$ cat src/rtl/aes_pkg.sv
// Shared types and helpers for the byte-serial AES round controller.
package aes_pkg;

  typedef enum logic [1:0] {
    MODE_128 = 2'b00,
    MODE_192 = 2'b01,
    MODE_256 = 2'b10
  } aes_mode_t;

  localparam logic [3:0] NR_128 = 4'd10;
  localparam logic [3:0] NR_192 = 4'd12;
  localparam logic [3:0] NR_256 = 4'd14;

  typedef enum logic [2:0] {
    ST_IDLE  = 3'd0,
    ST_KWAIT = 3'd1,
    ST_INIT  = 3'd2,
    ST_ROUND = 3'd3,
    ST_DRAIN = 3'd4,
    ST_DONE  = 3'd5
  } ctrl_state_t;

  // The reserved encoding 2'b11 is folded onto the 256-bit schedule.
  function automatic aes_mode_t mode_of(input logic [1:0] m);
    case (m)
      2'b00:   mode_of = MODE_128;
      2'b01:   mode_of = MODE_192;
      default: mode_of = MODE_256;
    endcase
  endfunction

  function automatic logic [3:0] nr_of(input aes_mode_t m);
    case (m)
      MODE_128: nr_of = NR_128;
      MODE_192: nr_of = NR_192;
      default:  nr_of = NR_256;
    endcase
  endfunction

endpackage

$ cat src/rtl/aes_substep_cnt.sv
// 4-bit sub-step counter with clear, enable and terminal count at 15.
module aes_substep_cnt (
  input  logic       clk,
  input  logic       reset,
  input  logic       clr_i,
  input  logic       en_i,
  output logic [3:0] cnt_o,
  output logic       tc_o
);

  logic [3:0] cnt_q;
  logic [3:0] cnt_d;

  // Next count: clear wins over enable.
  always_comb begin
    cnt_d = cnt_q;
    if (clr_i) begin
      cnt_d = 4'd0;
    end else if (en_i) begin
      cnt_d = cnt_q + 4'd1;
    end else begin
      cnt_d = cnt_q;
    end
  end

  // Count register.
  always_ff @(posedge clk) begin
    if (reset) begin
      cnt_q <= 4'd0;
    end else begin
      cnt_q <= cnt_d;
    end
  end

  assign cnt_o = cnt_q;
  assign tc_o  = (cnt_q == 4'd15);

endmodule

$ cat src/rtl/aes_round_ctrl.sv
// Round sequencer for the byte-serial AES datapath: handshakes, key requests,
// sub-step select and state-register strobes for round 0 plus Nr rounds.
module aes_round_ctrl
  import aes_pkg::*;
#(
  parameter int DRAIN_CYCLES = 1
) (
  input  logic       clk,
  input  logic       reset,
  input  logic       in_valid_i,
  output logic       in_ready_o,
  input  logic [1:0] mode_i,
  input  logic       key_ready_i,
  output logic [3:0] key_round_o,
  output logic [3:0] round_o,
  output logic [3:0] width_sel_o,
  output logic       load_sel_o,
  output logic       state_we_o,
  output logic       last_round_o,
  output logic       busy_o,
  output logic       out_valid_o,
  input  logic       out_ready_i
);

  localparam logic [3:0] DRAIN_LAST = 4'(DRAIN_CYCLES - 1);

  ctrl_state_t state_q, state_d;
  logic [3:0]  round_q, round_d;
  aes_mode_t   mode_q, mode_d;
  logic [3:0]  cnt_s;
  logic        tc_s;
  logic        cnt_clr_s;
  logic        cnt_en_s;
  logic        drain_last_s;
  logic [3:0]  nr_s;

  assign nr_s         = nr_of(mode_q);
  // One counter walks the 16 sub-steps, wraps to 0 and then times the drain.
  assign cnt_en_s     = (state_q == ST_ROUND) || (state_q == ST_DRAIN);
  assign cnt_clr_s    = !cnt_en_s || ((state_q == ST_DRAIN) && drain_last_s);
  assign drain_last_s = (cnt_s == DRAIN_LAST);

  aes_substep_cnt u_cnt (
    .clk   (clk),
    .reset (reset),
    .clr_i (cnt_clr_s),
    .en_i  (cnt_en_s),
    .cnt_o (cnt_s),
    .tc_o  (tc_s)
  );

  // Next-state, round and latched-mode logic.
  always_comb begin
    state_d = state_q;
    round_d = round_q;
    mode_d  = mode_q;
    case (state_q)
      ST_IDLE: begin
        if (in_valid_i) begin
          state_d = ST_KWAIT;
          mode_d  = mode_of(mode_i);
          round_d = 4'd0;
        end else begin
          state_d = ST_IDLE;
        end
      end
      ST_KWAIT: begin
        if (!key_ready_i) begin
          state_d = ST_KWAIT;
        end else if (round_q == 4'd0) begin
          state_d = ST_INIT;
        end else begin
          state_d = ST_ROUND;
        end
      end
      ST_INIT: begin
        state_d = ST_KWAIT;
        round_d = 4'd1;
      end
      ST_ROUND: begin
        if (tc_s) begin
          state_d = ST_DRAIN;
        end else begin
          state_d = ST_ROUND;
        end
      end
      ST_DRAIN: begin
        if (!drain_last_s) begin
          state_d = ST_DRAIN;
        end else if (round_q == nr_s) begin
          state_d = ST_DONE;
        end else begin
          state_d = ST_KWAIT;
          round_d = round_q + 4'd1;
        end
      end
      ST_DONE: begin
        if (out_ready_i) begin
          state_d = ST_IDLE;
          round_d = 4'd0;
        end else begin
          state_d = ST_DONE;
        end
      end
      default: begin
        state_d = ST_IDLE;
        round_d = 4'd0;
      end
    endcase
  end

  // Controller state registers.
  always_ff @(posedge clk) begin
    if (reset) begin
      state_q <= ST_IDLE;
      round_q <= 4'd0;
      mode_q  <= MODE_128;
    end else begin
      state_q <= state_d;
      round_q <= round_d;
      mode_q  <= mode_d;
    end
  end

  assign in_ready_o   = (state_q == ST_IDLE);
  assign key_round_o  = (state_q == ST_KWAIT) ? round_q : 4'd0;
  assign round_o      = round_q;
  assign width_sel_o  = (state_q == ST_ROUND) ? cnt_s : 4'd0;
  assign load_sel_o   = (state_q == ST_INIT);
  assign state_we_o   = (state_q == ST_INIT) || ((state_q == ST_DRAIN) && drain_last_s);
  assign last_round_o = ((state_q == ST_ROUND) || (state_q == ST_DRAIN)) && (round_q == nr_s);
  assign busy_o       = (state_q != ST_IDLE) && (state_q != ST_DONE);
  assign out_valid_o  = (state_q == ST_DONE);

endmodule

$ cat config.mk
export PLATFORM = sky130hd
export DESIGN_NAME = aes_round_ctrl
export DESIGN_NICKNAME = d
export VERILOG_FILES = /design/src/rtl/aes_pkg.sv /design/src/rtl/aes_substep_cnt.sv /design/src/rtl/aes_round_ctrl.sv
export SDC_FILE = /design/constraint.sdc
export NUM_CORES = 1
export LEC_CHECK = 0
export CORE_UTILIZATION = 35
export CTS_BUF_LIST = sky130_fd_sc_hd__clkbuf_4 sky130_fd_sc_hd__clkbuf_8
export DETAILED_ROUTE_END_ITERATION = 8
export PLACE_DENSITY_LB_ADDON = 0.05
export REMOVE_ABC_BUFFERS = 1
export SYNTH_ARGS = -nofsm -noshare
export SYNTH_HDL_FRONTEND = slang
export SYNTH_HIERARCHICAL = 1
export SYNTH_SLANG_ARGS = --single-unit
$ cat constraint.sdc
create_clock -name clk -period 1.9 [get_ports clk]
set_input_delay 0.38 -clock clk [delete_from_list [all_inputs] [get_ports clk]]
set_output_delay 0.38 -clock clk [all_outputs]
set_load 0.02 [all_outputs]
Word level (Yosys, flattened, before mapping)
Cells that the tools add are included.

operators by class
  equality and inequality tests = 14
  mux-type cells = 17
  add/sub/neg operators = 2
  reductions and logical operators = 17
  bitwise logic cells = 1

operators by type and width
  operator                                             number
  2-to-1 mux 4 bit                                     6
  case mux 4 bit (5 select lines)                      1
  case mux 3 bit (6 select lines)                      1
  2-to-1 mux 3 bit                                     4
  adder 4 x 1 -> 4 bit, second input constant          2
  logical NOT 4 bit                                    2
  equality test 3 x 2 -> 1 bit, second input constant  2
  equality test 3 bit, second input constant           2
  inequality test 2 bit, second input constant         3
  case mux 3 bit (2 select lines)                      1
  AND reduction 5 bit                                  1
  equality test 2 x 1 -> 1 bit, second input constant  2
  equality test 4 bit                                  1
  equality test 4 bit, second input constant           1
  logical NOT 2 bit                                    2
  case mux 2 bit (2 select lines)                      1
  OR reduction 2 bit                                   2
  equality test 3 x 1 -> 1 bit, second input constant  1
  logical AND 1 bit                                    3
  logical NOT 3 bit                                    1
  logical OR 1 bit                                     3
  inequality test 3 bit, second input constant         1
  nonzero test 3 bit                                   1
  2-to-1 mux 1 bit                                     2
  other kinds (5)                                      5

storage, ports and cells
  bits in registers = 13
  word-level logic and storage cells = 55

Logic depth before layout (Yosys ltp)
  depth after elaboration = 6
  mapped depth = 6
  mapped depth without buffers = 6

By module
The synthesis kept the hierarchy.

modules (own cells, without submodules)
  module           cells each  area an instance (um^2)  times used  sequential area each (um^2)
  aes_round_ctrl   91          750.7                    1           180.2
  aes_substep_cnt  18          183.9                    1           80.1

Worst setup path after synthesis
No wires, ideal clock.

  path kind = register to output
  from = register state_q[2]
  to = output busy_o
  stages on the path, launching flop included = 4
  data arrival time = 1477 ps
  data required time = 1520 ps
  slack = 43 ps
  path buffers = 1
  cell sequence = dfxtp_1 clkbuf_1 nor3_1 nor2_1

between the ends
  longest elaborated chain between the ends = 2
  elaborated cells on any way between the ends = 3
  those cells by class = eq/ne (1); reduce/logical (2)

RTL lines
  element                                                      line                   RTL
  from (decl)                                                  aes_round_ctrl.sv:27   ctrl_state_t state_q, state_d;
  from (signal assigned)                                       aes_round_ctrl.sv:119  state_q <= state_d;
  inequality test 3 bit or nonzero test 3 bit (tied branches)  aes_round_ctrl.sv:132  assign busy_o = (state_q != ST_IDLE) && (state_q != ST_DONE);
  logical AND 1 bit (*)                                        aes_round_ctrl.sv:132
  to (decl)                                                    aes_round_ctrl.sv:20   output logic busy_o,

Mark *: on every way between the ends. The rest lies on a longest branch, timed or not.

Worst setup path after layout
  from = register mode_q[1]
  to = output last_round_o

between the ends
  longest elaborated chain between the ends = 4
  elaborated cells on any way between the ends = 5
  those cells by class = eq/ne (2); mux (1); reduce/logical (2)

RTL lines
  element                                                            line                   RTL
  from (decl)                                                        aes_round_ctrl.sv:29   aes_mode_t mode_q, mode_d;
  from (signal assigned)                                             aes_round_ctrl.sv:121  mode_q <= mode_d;
  equality test 2 x 1 -> 1 bit or logical NOT 2 bit (tied branches)  aes_pkg.sv:33          case (m)
  case mux 3 bit (2 select lines) (*)                                aes_pkg.sv:33
  equality test 4 bit (*)                                            aes_round_ctrl.sv:131  assign last_round_o = ((state_q == ST_ROUND) || (state_q == ST_DRAIN)) && (round_q == nr_s);
  logical AND 1 bit (*)                                              aes_round_ctrl.sv:131
  to (decl)                                                          aes_round_ctrl.sv:19   output logic last_round_o,

Marks and branches as above.

==> results.toml <==
[sta]
period_needed_ns = 1.92
clock.fmax_mhz = 522
skew_ns = 0.000475
timing.final.crit_share = 1.01
final_hold_viol_count = 0
tightestPinTransition_ns = 0.484
fin_ws_ns = -0.0172
hold_ws_ns = 0.489
slew_viol_final = 0
maxSlewHeadroom = 0.677
setup_viol = 1
rsz0062_at_grt = "yes"

[floorplan]
core-area_um2 = 2500
die-area_um2 = 2880
initial_core_util = 0.374
num_io_pins = 25
fp.dieW_um = 53.7
fp.dieH_um = 53.7
rows = 18

[drt]
wl_mm = 2.58
drt_iter0_drc = 11
wl_per_cell_um = 13.7
drc = 0
route.vias.total = 993
via_per_inst = 5.28
antenna_left = 0
dr.pass1.iters = 4

[clock_tree]
cts_tree = "built"
cts_buffers = 3
ctsHoldBuffers = 0
clkTransAtPathRegs_ns = 0.09
clock-sinks = 13
clock_latency_ns = 0.28
clockBufferDepth = 2
htree_num_levels = 1
post_cts_buffers = 0
cts_root_buf = "clkbuf_4"

[place]
post-place-ws_ns = -0.157
gp_congestion = 0.811
placed_cells = 184
dpl.hpwl_mm = 1.99
io_buffers = 24

[critical_path]
r2r-start = "mode_q[1]"
r2r_end = "round_o[2]"
worst-r2r-setup-slack_ns = 0.30
critPathRequiredTime_ns = 1.52
worst_ep_arrival_time_ns = 1.54
crit_type = "flip-flop to output pin"
cp-end-kind = "output pin"
reg2regPathDepth = 6
start_kind = "flip-flop"
crit_fanout = 4
startpoint = "mode_q[1]"

[global_routing]
grt_pass1_wl_mm = 4.02
grt-ovfl-total = 0
grt_start_max_net_pins = 11
grt_pass1_vias = 908
antenna_found_initial = 0
grtUsageTotal = 0.196

[cells_and_area]
final_layout_size_suffix_gt1_frac = 0.380
layout_common_cells = "buf_4, clkdlybuf4s50_1, nand2_1, a21oi_1, dfxtp_1"
nNetsFinal = 169
instances_no_fill = 188
layout_commonest_cell = "buf_4"
synthToLayoutAreaGrowth_pct = 52.1
final_util = 0.569
n_antenna_cell = 0

[power_and_ir_drop]
switching_share = 0.304
pwr-share-clk = 0.298
p_leak_nw = 0.585
p_seq_frac = 0.438
fin_total_pwr_w = 0.000659
comb_power_share = 0.265
peakVddDrop_mv = 0.290
internal_power_w = 0.000459
powerDensity_nw_per_um2 = 464
switchingPower_w = 0.000200

[run_status]
failed_checks = "negative setup slack"
outcome = "finished with violations"

[worst_hold_path]
worst_hold_path.endpoint = "mode_q[1]"
hold_path_depth = 2
hold_path.startpoint = "mode_q[1]"
min_path_type = "flip-flop to flip-flop"

[synth]
synth_edf_count = 0
ys_warn_count = 6
synth_top_area_frac = 0.278
yosys.area.top_type = "dfxtp_1"
synth_cells = 109
syn-cell-area_um2 = 935
yosysSeqAreaShare = 0.278
ys_ff_latch = 13
synthArstFlopShare = 0
ys_types = 47
postSynthAreaPerCell_um2 = 8.57
synth_area_leaders = "dfxtp_1, ha_1, a21oi_1, nor3_1, nand2b_1"
synth-main-ff-cell = "dfxtp_1"

[job]
cap_viol_max_count = 0
[synthesized netlist by cell type (all sizes together), types with 2 or more instances]
cell     n
clkbuf   2
nor3b    4
and2     4
nor3     7
and3     5
a211o    3
buf      4
mux2     2
nand4    3
nand2b   5
ha       3
dfxtp   13
nand2    7
nor2     6
inv      6
a21oi    7
[what timing repair did]
action / CTS / global route
cloned: 0 / 0
endpoints found under the setup margin: 14 / 13
resized for setup: 33 / 19
pin swaps: 0 / 1
[metrics by stage]
step                      TNS (ns)  area [µm²]
after floorplan                  0         901
after global placement      -0.357        1380
after detailed placement    -0.408        1380
after CTS                   -0.146        1420
after global routing       -0.0793        1420
final                      -0.0172        1420
[metal layers]
metal | part of all wire | routed length, µm | track usage
met1 | 0.49 | 1260 | 0.267
met2 | 0.45 | 1160 | 0.286
met3 | 0.048 | 123 | 0.0395
met4 | 0.011 | 28 | 0.101
met5 | 0 | 0 | 0
[final cells by class]
class / instances / area [µm²]
clock buffer: 4 / 30.0
multi-input combinational: 84 / 647
tap: 30 / 37.5
inverter: 6 / 22.5
fill: 248 / 1080
timing repair buffer: 51 / 414
sequential: 13 / 270
[how the worst max path moves through the flow]
stage                        end  slack [ns]  depth (start not counted)
finish              last_round_o       -0.02                          4
floorplan           last_round_o        0.11                          3
detailed placement  last_round_o       -0.16                          4
global route        last_round_o       -0.08                          4
CTS                 last_round_o       -0.15                          4
global placement    last_round_o       -0.13                          4
[power groups by stage]
| stage | logic (W) | registers, W | clock network [W] |
|---|---|---|---|
| 2_1_floorplan | 0.0000697 | 0.000305 | 0 |
| 4_1_cts | 0.000169 | 0.000290 | 0.000200 |
| 6_report | 0.000175 | 0.000289 | 0.000196 |
| 5_1_grt | 0.000189 | 0.000290 | 0.000218 |
| 3_3_place_gp | 0.000169 | 0.000296 | 0 |
| 3_5_place_dp | 0.000171 | 0.000296 | 0 |
[sequential cells by signal (all words and copies together), names as in the netlist]
register	cells
state_q	3
mode_q	2
u_cnt/cnt_o	4
round_o	4
[critical path: stages, from the launching register on]
cell and delay [ns]:
dfxtp_2 0.36, and4bb_4 0.23, o311ai_4 0.27, and2b_2 0.25, buf_4 0.15
[cells by family (layout without fill, tap and decap cells)]
| group | after synthesis | in the layout | synth area share |
|---|---|---|---|
| xor gates and xnor gates | 1 | 1 | 0.00937 |
| DFF | 13 | 13 | 0.278 |
| adders and majority gates | 3 | 3 | 0.0402 |
| and+or+nand+nor | 52 | 52 | 0.356 |
| buffers and inverters | 12 | 61 | 0.0602 |
| AOI/OAI and AO/OA | 25 | 25 | 0.221 |
| muxes | 3 | 3 | 0.0348 |
Note: power is estimated with default switching activity, not from simulation.
